**src/rtl/pixel_stream_tx_pkg.sv**
```systemverilog
// pixel_stream_tx_pkg: shared state enum, beat/address sizing functions and the band-lane validity helper
package pixel_stream_tx_pkg;
  typedef enum logic [1:0] {IDLE, STREAM, DRAIN, DONE} state_t;
  function automatic int beats_f(input int bands, input int concat);
    return (bands + concat - 1) / concat;
  endfunction
  function automatic int addr_w_f(input int pixels, input int beats);
    return $clog2(pixels * beats);
  endfunction
  function automatic logic lane_on(input int beat, input int k, input int bands, input int concat);
    return beat * concat + k < bands;
  endfunction
endpackage

```
**src/rtl/pixel_stream_tx_skid_fifo2.sv**
```systemverilog
// skid_fifo2: 2-entry FIFO with registered head (dout), ports push/pop/flush/din -> dout/valid/count
module skid_fifo2 #(
  parameter int W = 8
) (
  input  logic         clk,
  input  logic         rst,
  input  logic         push,
  input  logic         pop,
  input  logic         flush,
  input  logic [W-1:0] din,
  output logic [W-1:0] dout,
  output logic         valid,
  output logic [1:0]   count
);
  logic [W-1:0] tail;
  always_ff @(posedge clk or negedge rst)
    if (!rst) begin
      dout  <= '0;
      tail  <= '0;
      count <= '0;
    end else if (flush) begin
      count <= '0;
    end else begin
      if (pop && count == 2'd2) dout <= tail;
      else if (push && (count == 2'd0 || pop)) dout <= din;
      if (push && (count == 2'd2 || (count == 2'd1 && !pop))) tail <= din;
      count <= count + 2'(push) - 2'(pop);
    end
  assign valid = count != 2'd0;
endmodule

```
**src/rtl/pixel_stream_tx.sv**
```systemverilog
// pixel_stream_tx: streams one image pass from beat-packed memory (mem_rd_en/mem_addr/mem_rd_data) to pixel_out/out_valid/out_ready with per-beat tags; start/abort/busy/pass_done control
module pixel_stream_tx
  import pixel_stream_tx_pkg::*;
#(
  parameter int SPECTRAL_BANDS = 188,
  parameter int IN_WIDTH       = 16,
  parameter int CONCAT         = 4,
  parameter int TOTAL_PIXELS   = 47500,
  localparam int BEATS  = beats_f(SPECTRAL_BANDS, CONCAT),
  localparam int ADDR_W = addr_w_f(TOTAL_PIXELS, BEATS),
  localparam int PW     = $clog2(TOTAL_PIXELS),
  localparam int DW     = CONCAT * IN_WIDTH
) (
  input  logic              clk,
  input  logic              rst,
  input  logic              start,
  input  logic              abort,
  output logic              busy,
  output logic              pass_done,
  output logic              mem_rd_en,
  output logic [ADDR_W-1:0] mem_addr,
  input  logic [DW-1:0]     mem_rd_data,
  output logic [DW-1:0]     pixel_out,
  output logic              out_valid,
  input  logic              out_ready,
  output logic              out_last_beat,
  output logic              out_last_pixel,
  output logic [PW-1:0]     pixel_index
);
  localparam int BW = BEATS > 1 ? $clog2(BEATS) : 1;
  localparam int FW = DW + PW + 2;
  localparam logic [ADDR_W-1:0] LAST_ADDR = ADDR_W'(TOTAL_PIXELS * BEATS - 1);
  state_t state, state_nx;
  logic [ADDR_W-1:0] addr;
  logic [BW-1:0] rd_beat, fl_beat;
  logic [PW-1:0] rd_pix, fl_pix;
  logic inflight, pop, kill;
  logic [1:0] count;
  logic [DW-1:0] masked;
  logic [FW-1:0] fifo_out;
  assign kill      = abort && (state == STREAM || state == DRAIN);
  assign pop       = out_valid && out_ready;
  // credit: occupancy plus the read in flight, less the beat leaving now, must leave room for one more
  assign mem_rd_en = state == STREAM && (3'(count) + 3'(inflight) < 3'd2 + 3'(pop));
  assign mem_addr  = addr;
  assign busy      = state != IDLE;
  assign pass_done = state == DONE;
  always_comb begin
    state_nx = state;
    case (state)
      IDLE:    state_nx = start ? STREAM : IDLE;
      STREAM:  state_nx = kill ? IDLE : (mem_rd_en && addr == LAST_ADDR) ? DRAIN : STREAM;
      DRAIN:   state_nx = kill ? IDLE : (!inflight && (count == 2'd0 || (count == 2'd1 && pop))) ? DONE : DRAIN;
      default: state_nx = IDLE;
    endcase
  end
  always_ff @(posedge clk or negedge rst)
    if (!rst) begin
      state    <= IDLE;
      addr     <= '0;
      rd_beat  <= '0;
      rd_pix   <= '0;
      inflight <= 1'b0;
      fl_beat  <= '0;
      fl_pix   <= '0;
    end else begin
      state    <= state_nx;
      inflight <= mem_rd_en && !kill;
      if (mem_rd_en) begin
        fl_beat <= rd_beat;
        fl_pix  <= rd_pix;
      end
      if (state == IDLE && start) begin
        addr    <= '0;
        rd_beat <= '0;
        rd_pix  <= '0;
      end else if (mem_rd_en) begin
        addr    <= addr + ADDR_W'(addr != LAST_ADDR);
        rd_beat <= rd_beat == BW'(BEATS - 1) ? '0 : rd_beat + 1'b1;
        rd_pix  <= rd_pix + PW'(rd_beat == BW'(BEATS - 1));
      end
    end
  always_comb begin
    masked = '0;
    for (int k = 0; k < CONCAT; k++)
      masked[k*IN_WIDTH +: IN_WIDTH] = lane_on(int'(fl_beat), k, SPECTRAL_BANDS, CONCAT) ? mem_rd_data[k*IN_WIDTH +: IN_WIDTH] : '0;
  end
  skid_fifo2 #(.W(FW)) u_fifo (
    .clk   (clk),
    .rst   (rst),
    .push  (inflight),
    .pop   (pop),
    .flush (kill),
    .din   ({fl_pix, fl_beat == BW'(BEATS - 1), fl_pix == PW'(TOTAL_PIXELS - 1), masked}),
    .dout  (fifo_out),
    .valid (out_valid),
    .count (count)
  );
  assign {pixel_index, out_last_beat, out_last_pixel, pixel_out} = fifo_out;
endmodule

```
**config.mk**
```make
export PLATFORM = sky130hd
export DESIGN_NAME = pixel_stream_tx
export DESIGN_NICKNAME = d
export VERILOG_FILES = /design/src/rtl/pixel_stream_tx_pkg.sv /design/src/rtl/pixel_stream_tx_skid_fifo2.sv /design/src/rtl/pixel_stream_tx.sv
export SDC_FILE = /design/constraint.sdc
export NUM_CORES = 1
export LEC_CHECK = 0
export ABC_AREA = 1
export CAP_MARGIN = 30
export CORE_MARGIN = 2
export CORE_UTILIZATION = 40
export CTS_CLUSTER_SIZE = 12
export DETAILED_ROUTE_END_ITERATION = 10
export GPL_TIMING_DRIVEN = 0
export PLACE_DENSITY = 0.64
export SLEW_MARGIN = 20
export SYNTH_ARGS = -nofsm -noshare
export SYNTH_HDL_FRONTEND = slang
export SYNTH_SLANG_ARGS = --single-unit
```
**constraint.sdc**
```tcl
create_clock -name clk -period 2.8 [get_ports clk]
set_clock_uncertainty 0.1 [all_clocks]
set_input_delay 0.84 -clock clk [delete_from_list [all_inputs] [get_ports clk]]
set_output_delay 0.84 -clock clk [all_outputs]
set_load 0.02 [all_outputs]
```
# Word level (Yosys, flattened, before mapping)
# Cells that the tools add are included.
[totals] elab_cells=83 regBits=235 out_inout_bits=108 input_bits=69
[op_classes] order_cmp=5 n_reduce_logical=27 n_eq_ne=10 mux=20 add_sub_neg=10 bitwise_logic=1
[op_table] op="two-way mux 82 bit" count=2
[op_table] op="two-way mux 16 bit" count=6
[op_table] op="two-way mux 22 bit" count=2
[op_table] op="less-than comparator 9 x 8 -> 1 bit (second input constant)" count=3
[op_table] op="adder 22 x 1 -> 22 bit" count=1
[op_table] op="equality test 22 bit (second input constant)" count=1
[op_table] op="!= test 22 bit (second input constant)" count=1
[op_table] op="adder 8 x 2 -> 9 bit (second input constant)" count=2
[op_table] op="two-way mux 6 bit" count=3
[op_table] op="adder 16 x 1 -> 16 bit" count=1
[op_table] op="equality test 16 bit (second input constant)" count=1
[op_table] op="equality test 6 bit (second input constant)" count=2
[op_table] op="logical AND 1 bit" count=12
[op_table] op="adder 8 x 1 -> 9 bit (second input constant)" count=1
[op_table] op="less-than comparator 8 bit (second input constant)" count=1
[op_table] op="two-way mux 2 bit" count=4
[op_table] op="nonzero test 2 bit" count=4
[op_table] op="adder 6 x 1 -> 6 bit (second input constant)" count=1
[op_table] op="equality test 2 bit (second input constant)" count=3
[op_table] op="one-hot mux 2 bit (3 select lines)" count=1
[op_table] op="equality test 2 x 1 -> 1 bit (second input constant)" count=2
[op_table] op="zero test 2 bit" count=2
[op_table] op="logical OR 1 bit" count=4
[op_table] op="AND reduction 2 bit" count=2
[op_table] op="8 further kinds" count=11

# Logic depth before layout (Yosys ltp)
# Gate-level depths: netlist (run 1).
[depth] ltp_word=9 depth_mapped=15 mapped_depth_nobuf=15

# Hierarchy
# From an unflattened synthesis (run 1), not the netlist that was laid out.
[unflattened] hier_cells=1629 area_unflattened_um2=12084.1
[modules_own_cells] mod="skid_fifo2" instances=1 area_each_um2=7805.0 seq_area_each_um2=4154.0 cells_per_inst=1010
[modules_own_cells] mod="pixel_stream_tx" instances=1 area_each_um2=4279.1 seq_area_each_um2=1726.7 cells_per_inst=619

# Worst setup path before layout (run 1)
# No wires, ideal clock.
[synth_timing] kind="register to output" startpoint="register inflight" endpoint="output port mem_rd_en" t_arrival_ns=1.482 stages_incl_launch_ff=8 path_buffers=2 required_ns=1.860 setup_slack_ns=0.378 cell_sequence="dfrtp_1 ha_1 ha_1 nor2_1 inv_1 a21oi_2 buf_4 buf_2"
[synth_between] elab_chain_cells=3
[synth_rtl] item="from (decl)" line="pixel_stream_tx.sv:37" source="logic inflight, pop, kill;"
[synth_rtl] item="from (signal assigned)" line="pixel_stream_tx.sv:68" source="inflight <= mem_rd_en && !kill;"
[synth_rtl] item="adder 2 x 1 -> 3 bit" line="pixel_stream_tx.sv:44" source="assign mem_rd_en = state == STREAM && (3'(count) + 3'(inflight) < 3'd2 + 3'(pop));"
[synth_rtl] item="less-than comparator 3 bit" line="pixel_stream_tx.sv:44"
[synth_rtl] item="logical AND 1 bit" line="pixel_stream_tx.sv:44"
[synth_rtl] item="to (decl)" line="pixel_stream_tx.sv:20" source="output logic mem_rd_en,"
# No other way between the ends.

# Worst setup path after layout (run 1)
[layout_timing] startpoint="register u_fifo.count[0]" endpoint="output port mem_rd_en"
[layout_between] elab_chain_cells=5 elab_cells_between_ends=6 classes_between="2 x add/sub; 1 x order compare; 3 x reduce/logical"
[layout_rtl] item="from (decl)" line="pixel_stream_tx_skid_fifo2.sv:13" source="output logic [1:0] count"
[layout_rtl] item="from (signal assigned)" line="pixel_stream_tx_skid_fifo2.sv:27" source="count <= count + 2'(push) - 2'(pop);"
[layout_rtl] item="nonzero test 2 bit" line="pixel_stream_tx_skid_fifo2.sv:29" source="assign valid = count != 2'd0;"
[layout_rtl] item="logical AND 1 bit" line="pixel_stream_tx.sv:42" source="assign pop = out_valid && out_ready;"
[layout_rtl] item="adder 2 x 1 -> 3 bit" line="pixel_stream_tx.sv:44"
[layout_rtl] item="less-than comparator 3 bit *" line="pixel_stream_tx.sv:44"
[layout_rtl] item="logical AND 1 bit *" line="pixel_stream_tx.sv:44"
# Every way passes the cells marked *; elsewhere a longest branch is shown, timed or not.

==> key figures, run 1 <==
Critical path
  • Worst path depth: 7
  • Crit path max-delay family: flip-flops
  • Critical Path End: mem_rd_en
  • CP required: about 1.9 ns
  • Worst Path Arrival: 1.80 ns
  • Critical path launch point type: flop
  • Buf+Inv Stages, Crit Path: 3
  • CP startpoint: u_fifo.count[0]
  • Reg-to-Reg End: mem_addr[18]
  • Crit-path slowest cell: dfrtp_1
  • CP cell instances: ha_2 -> ha_4 -> nor2_4 -> inv_2 -> a21oi_4 -> buf_6 -> buf_4
  • Slowest stage delay, CP: 0.39 ns
  • Critical path fanouts, max: 2
  • Crit path kind: flop to output pin
  • Worst Reg2Reg Path Length in Cells: 12
  • Crit. End Element: output pin
  • Worst R2R Setup Slack: 0.35 ns
  • Critical R2R Launch: mem_addr[4]

Clock network
  • Clk slew on worst S/H paths: around 0.06 ns
  • Clk_lat worst skew: 0.53 ns
  • CTS tree: done
  • H-tree levels: 1
  • Deepest clock path buffer count: 3
  • Post-CTS Hold Buffers: 0
  • Inserted Clock Buffers: 26
  • CTS sink cnt: 235
  • Clk root buf: clkbuf_16

Timing
  • Worst-Margin Slew: between 0.6 and 0.7 ns
  • Relative slew slack: 59.1%
  • Final period util: 97.8%
  • Hold slack: 0.156 ns
  • Maximum clock frequency: 365 MHz
  • Final setup violation count: 0
  • Max Slew Vio Count: 0
  • Fin. Hold Viols: 0
  • Minimum clock period: 2.74 ns
  • TNS Setup: 0 ns

GRT
  • First-pass GRT wire length: about 50000 um
  • Met3 GRT Util: between 2 and 3%
  • Tot GR Track Use: 21.2%
  • Number of global-route vias before repair: 9697
  • Largest net degree at the start of global routing: 94
  • Antenna violations before repair: 0
  • Remaining global-route overflow: 0
  • GR Util met2: 34.5%
  • Met1 GRT Util: ~30%
  • Gr busiest metal: met2

Drt
  • Final Routed Wirelength: 30900 um
  • DR WL/cell: 15.3 um
  • First-pass DRT Iterations: 5
  • # DRC: 0
  • Initial DRC Count: 691
  • Antenna-violating nets left: 0
  • Via count: 9942
  • Via density: 4.92

Place
  • Gpl congestion: 0.845
  • Port Buffers: 176
  • Post-DP HPWL: approximately 22000 um

Final layout
  • Area grow syn2layout: 28.8%
  • Layout cells sized above 1: 7.80%
  • # diodes: 0
  • Fin nets: 1706
  • Layout fillers: 2639

Floorplanning
  • Vert. Die Dim: 172 um
  • Starting density of the core: about two fifths
  • Rows: 61
  • Die ar.: slightly below 30000 um^2
  • Boundary Pins: around 180
  • Die width: 172 um
  • Core region area: 27700 um^2

Yosys
  • Mean area per synthesized cell: 7.95 um^2
  • Leading area contributor after synthesis: dfrtp_1
  • Post-Syn Instances: between 1000 and 1500
  • Top post-synthesis cells by area: dfrtp_1 (52%), nand2_1 (13%), o21ai_0 (7.0%)
  • Mapped Nets: ~1500
  • Syn Std Cell Area: approximately 11000 um^2
  • Post-synthesis cell type count: 37
  • Yosys top cell area share: a little over half
  • Seq/Total Area, Yosys: roughly 52%
  • Yosys warnings: 0
  • FF+latch count, synth: about 240

Power
  • Pwr Total: around 15 mW
  • Worst VDD drop: roughly 400 uV
  • Pwr Density: a little over 1000 nW/um^2
  • Static Leak: 6.98 nW

Run
  • Max-Cap Viols: 0

Worst hold path
  • Min-Delay Path Class: input port to asynchronous set/reset pin

Outcome
  • Outcome: finished, final reports clean
final cells by class:
type,instances,area (um^2),area share (%)
clock buffer,39,781,5.40
tap,378,473,3.27
multi-input combinational,924,4340,30.0
inverter,184,691,4.78
timing repair buffer,183,1860,12.8
sequential,235,5880,40.7
clock inverter,7,85.1,0.588
buffer,69,353,2.44
registers in the layout, summed over array words and instances, names as in the netlist:
name / flops
u_fifo.dout: 82
u_fifo.tail: 82
mem_addr: 22
fl_pix: 16
rd_pix: 16
fl_beat: 6
rd_beat: 6
state: 2
u_fifo.count: 2
inflight: 1
worst min path at each step:
stage | from | depth (start not counted) | to | slack [ns]
after floorplan | u_fifo.tail[66] | 2 | u_fifo.tail[66] | 0.35
final | rst | 1 | u_fifo.dout[13] | 0.16
after CTS | rst | 1 | u_fifo.dout[13] | 0.19
after detailed placement | u_fifo.tail[28] | 2 | u_fifo.tail[28] | 0.37
after global placement | u_fifo.tail[79] | 2 | u_fifo.tail[79] | 0.36
after global routing | rst | 1 | u_fifo.dout[13] | 0.21
where the power goes:
| group | switching [mW] | internal (mW) |
|---|---|---|
| logic | 3.68 | 2.50 |
| registers | 0.671 | 4.59 |
| clock network | 1.37 | 2.09 |
through the flow:
step | cells | area [um^2] | utilization (%) | worst slack [ns]
detailed placement | 1969 | 13500 | 48.8 | -1.04
global route | 2019 | 14500 | 52.2 | -0.00369
global placement | 1967 | 13500 | 48.6 | -9.59
finish | 2019 | 14500 | 52.2 | 0.0615
CTS | 2019 | 14400 | 52.1 | 0.0135
floorplan | 1413 | 11200 | - | 0.378
synthesized netlist by cell type, drive strengths merged:
cell type,instances
nand2,401
dfrtp,235
inv,184
o21ai,178
nor2,140
a21oi,76
buf,48
nand3,29
a2bb2oi,25
clkbuf,22
nand4,22
nor3,19
ha,14
a31oi,3
o22ai,3
xor2,3
a211oi,2
nor4,2
or2,2
a21boi,1
a41oi,1
nand3b,1
o21a,1
xnor2,1
cell usage in the layout, fill, tap and decap left out, types with 5 or more instances in the layout:
| cell type | netlist | layout |
|---|---|---|
| nand2_1 | 396 | 396 |
| dfrtp_1 | 235 | 233 |
| inv_1 | 177 | 175 |
| clkdlybuf4s50_1 | 0 | 172 |
| o21ai_0 | 158 | 158 |
| nor2_1 | 135 | 134 |
| a21oi_1 | 74 | 74 |
| buf_2 | 31 | 30 |
| clkbuf_1 | 22 | 28 |
| clkbuf_16 | 0 | 27 |
| nand3_1 | 25 | 25 |
| a2bb2oi_1 | 25 | 25 |
| nand4_1 | 22 | 22 |
| o21ai_1 | 20 | 20 |
| nor3_1 | 18 | 18 |
| buf_4 | 12 | 17 |
| ha_1 | 14 | 11 |
| inv_2 | 7 | 9 |
| clkbuf_8 | 0 | 6 |
| clkinv_2 | 0 | 5 |
timing repair:
action	CTS	global route
endpoints found under the setup margin	1	4
buffers inserted	5	0
gates resized for setup	11	8
pin swaps	1	1
routing by layer:
layer,wire [um],up-vias
li1,-,4903
met1,14400,4735
met2,14300,256
met3,1580,48
met4,703,0
met5,0,-
kinds of logic after synthesis:
family                   share of synthesized area (%)
adder cells (fa/ha/maj)                           1.56
XOR/XNOR                                         0.312
flip-flops                                        52.4
AO/OA/AOI/OAI                                     14.2
AND/OR/NAND/NOR                                   22.3
buffers and inverters                             9.30
Note: power is estimated with default switching activity, not from simulation.
==> inputs of run 2 (changes only) <==
--- a/config.mk
+++ b/config.mk
@@ -9,10 +9,9 @@
 export CAP_MARGIN = 30
 export CORE_MARGIN = 2
 export CORE_UTILIZATION = 40
-export CTS_CLUSTER_SIZE = 12
 export DETAILED_ROUTE_END_ITERATION = 10
 export GPL_TIMING_DRIVEN = 0
-export PLACE_DENSITY = 0.64
+export PLACE_DENSITY_LB_ADDON = 0.15
 export SLEW_MARGIN = 20
 export SYNTH_ARGS = -nofsm -noshare
 export SYNTH_HDL_FRONTEND = slang
==> run 2 against run 1 <==
Maximum frequency increased by 0.23%. Power grew 2.8%. Global-route usage down 0.086 points. Worst setup slack improved by 0.0062 ns. Hold slack got worse by 0.0033 ns. Via count hardly changed. Critical path type unchanged. Critical endpoint unchanged. Largest power group unchanged. Highest routed layer is now met5.
==> key figures, run 2 (synthesized netlist as in run 1, its figures left out) <==
Power
  • Static Leak: 7.03 nW (+0.72%)
  • Comb power frac: 40.2% (-1.3 points)
  • Pwr Density: 1050 nW/um^2 (+2.0%)
  • Reg power frac: 34.3% (-1.0 points)
  • Clock power share: 25.6% (+2.4 points)
  • Sw Share: 37.3% (-1.1 points)
  • Pint: 9.60 mW (+4.6%)
  • Worst VDD drop: 515 uV (+28%)
  • Switch Pwr: 5.72 mW (about the same)

GRT
  • Largest net degree at the start of global routing: 88 (-6.4%)
  • Antenna violations before repair: 1 (+1)
  • First-pass GRT wire length: 49900 um (-0.71%)
  • Number of global-route vias before repair: 9643 (-0.56%)
  • Remaining global-route overflow: 0 (unchanged)
  • Tot GR Track Use: 21.1% (-0.086 points)

Drt
  • DR WL/cell: 15.4 um (+0.29%)
  • Antenna-violating nets left: 0 (unchanged)
  • Initial DRC Count: 754 (+9.1%)
  • Final Routed Wirelength: 31000 um (+0.24%)
  • # DRC: 0 (unchanged)
  • Via count: 9933 (-0.091%)
  • Via density: 4.92 (about the same)
  • First-pass DRT Iterations: 5 (unchanged)

Final layout
  • Commonest non-fill, non-tap cell in the layout: nand2_1
  • # diodes: 0 (unchanged)
  • Final Util: 52.6% (+0.39 points)
  • Final instance area: 14600 um^2 (+0.75%)
  • Commonest non-fill, non-tap cells in the layout: nand2_1 (396), dfrtp_1 (235), inv_1 (175)
  • Area grow syn2layout: 29.8%
  • Layout cells sized above 1: 7.74% (-0.056 points)
  • Non-Filler Instances: 2018 (-0.050%)
  • Fin nets: 1706 (unchanged)

Clock network
  • Clk root buf: clkbuf_16
  • Inserted Clock Buffers: 27 (+3.8%)
  • Post-CTS Hold Buffers: 0 (unchanged)
  • CTS sink cnt: 235 (unchanged)
  • H-tree levels: 1 (unchanged)
  • Clk slew on worst S/H paths: 0.06 ns (about the same)
  • Deepest clock path buffer count: 3 (unchanged)
  • Clk_lat worst skew: 0.52 ns (about the same)
  • CTS tree: done

Place
  • DP Cell Count: 1969 (unchanged)
  • Gpl congestion: 0.836 (-1.1%)
  • Post-DP HPWL: 22200 um (+0.79%)
  • Placed cell area: 13500 um^2 (unchanged)
  • Port Buffers: 176 (unchanged)

Timing
  • Max Slew Vio Count: 0 (unchanged)
  • Final setup violation count: 0 (unchanged)
  • Final period util: 97.6% (-0.22 points)
  • RSZ-0062 raised after global routing: yes
  • Worst-Margin Slew: 0.839 ns (+0.231 ns)
  • Fin. Hold Viols: 0 (unchanged)
  • Relative slew slack: 43.6% (-16 points)
  • Minimum clock period: 2.73 ns (-0.00615 ns)
  • Maximum clock frequency: 366 MHz (+0.23%)

Critical path
  • Critical path launch point type: flop
  • Reg-to-Reg End: mem_addr[18]
  • Crit path kind: flop to output pin
  • Worst R2R Setup Slack: 0.19 ns (-0.16 ns)
  • Critical R2R Launch: mem_addr[3]
  • Crit. End Element: output pin
  • Worst Reg2Reg Path Length in Cells: 13 (+1)
  • Worst Path Arrival: 1.79 ns (about the same)
  • Critical path fanouts, max: 2 (unchanged)
  • CP required: 1.86 ns (about the same)

Floorplanning
  • Boundary Pins: 177 (unchanged)
  • Vert. Die Dim: 172 um (unchanged)
  • Rows: 61 (unchanged)
  • Starting density of the core: 40.5% (unchanged)
  • Die ar.: 29400 um^2 (unchanged)
  • Core region area: 27700 um^2 (unchanged)
  • Die width: 172 um (unchanged)

Worst hold path
  • Min-Delay Path Class: input port to asynchronous set/reset pin

Outcome
  • Outcome: finished, final reports clean

Run
  • Max-Cap Viols: 0 (unchanged)
[run 2: cell type report]
type                            count  area, um^2
Tap cell                          378         473
Fill cell                        2686       13100
Sequential cell                   235        5880
Inverter                          184         691
Clock inverter                     10         228
Multi-Input combinational cell    924        4340
Clock buffer                       36         759
Buffer                             69         353
Timing Repair Buffer              182        1850
[run 2: worst max path at each step]
stage               from            to  depth (start not counted)
2_1_floorplan   inflight     mem_rd_en                          7
3_3_place_gp         rst  mem_addr[12]                          1
3_5_place_dp   out_ready     mem_rd_en                          6
4_1_cts         inflight     mem_rd_en                          7
5_1_grt         inflight     mem_rd_en                          7
6_report        inflight     mem_rd_en                          7
[run 2: what timing repair did]
| action | 4_1_cts | 5_1_grt |
|---|---|---|
| pin swaps | 1 | 1 |
| endpoints found under the setup margin | 2 | 2 |
| gates resized for setup | 13 | 6 |
| endpoints found under the hold margin | 0 | 0 |
| buffers inserted | 4 | 0 |
[run 2: through the flow]
step / hold slack [ns] / worst slack, ns / setup TNS [ns] / total power [mW]
after floorplan: 0.348 / 0.378 / 0 / 8.81
after global placement: 0.362 / -9.57 / -2243.91 / 11.3
after detailed placement: 0.365 / -1.07 / -1.97 / 11.4
after CTS: 0.163 / 0.0162 / 0 / 15.4
after global routing: 0.189 / -0.0186 / -0.0186 / 16.4
final: 0.153 / 0.0676 / 0 / 15.3
[run 2: power by group through the flow]
stage / Combinational [mW] / Sequential, mW / Clock [mW]
after floorplan: 2.95 / 5.85 / 0
after global placement: 6.00 / 5.29 / 0
after detailed placement: 6.09 / 5.30 / 0
after CTS: 6.21 / 5.25 / 3.99
after global routing: 6.82 / 5.40 / 4.15
final: 6.16 / 5.25 / 3.92
[run 2: metal layers]
| layer | share of wire (%) | vias to the layer above | GRT usage, % |
|---|---|---|---|
| li1 | - | 4899 | - |
| met1 | 46 | 4722 | 29.9 |
| met2 | 46 | 258 | 34.0 |
| met3 | 5.4 | 52 | 2.78 |
| met4 | 2.5 | 2 | 5.78 |
| met5 | 0.042 | - | 0 |
[run 2: critical path: stages, from the launching register on]
cell and delay [ns]:
dfrtp_1 0.39, ha_2 0.20, ha_4 0.16, nor2_4 0.12, inv_2 0.05, a21oi_4 0.13
buf_6 0.12, buf_6 0.11
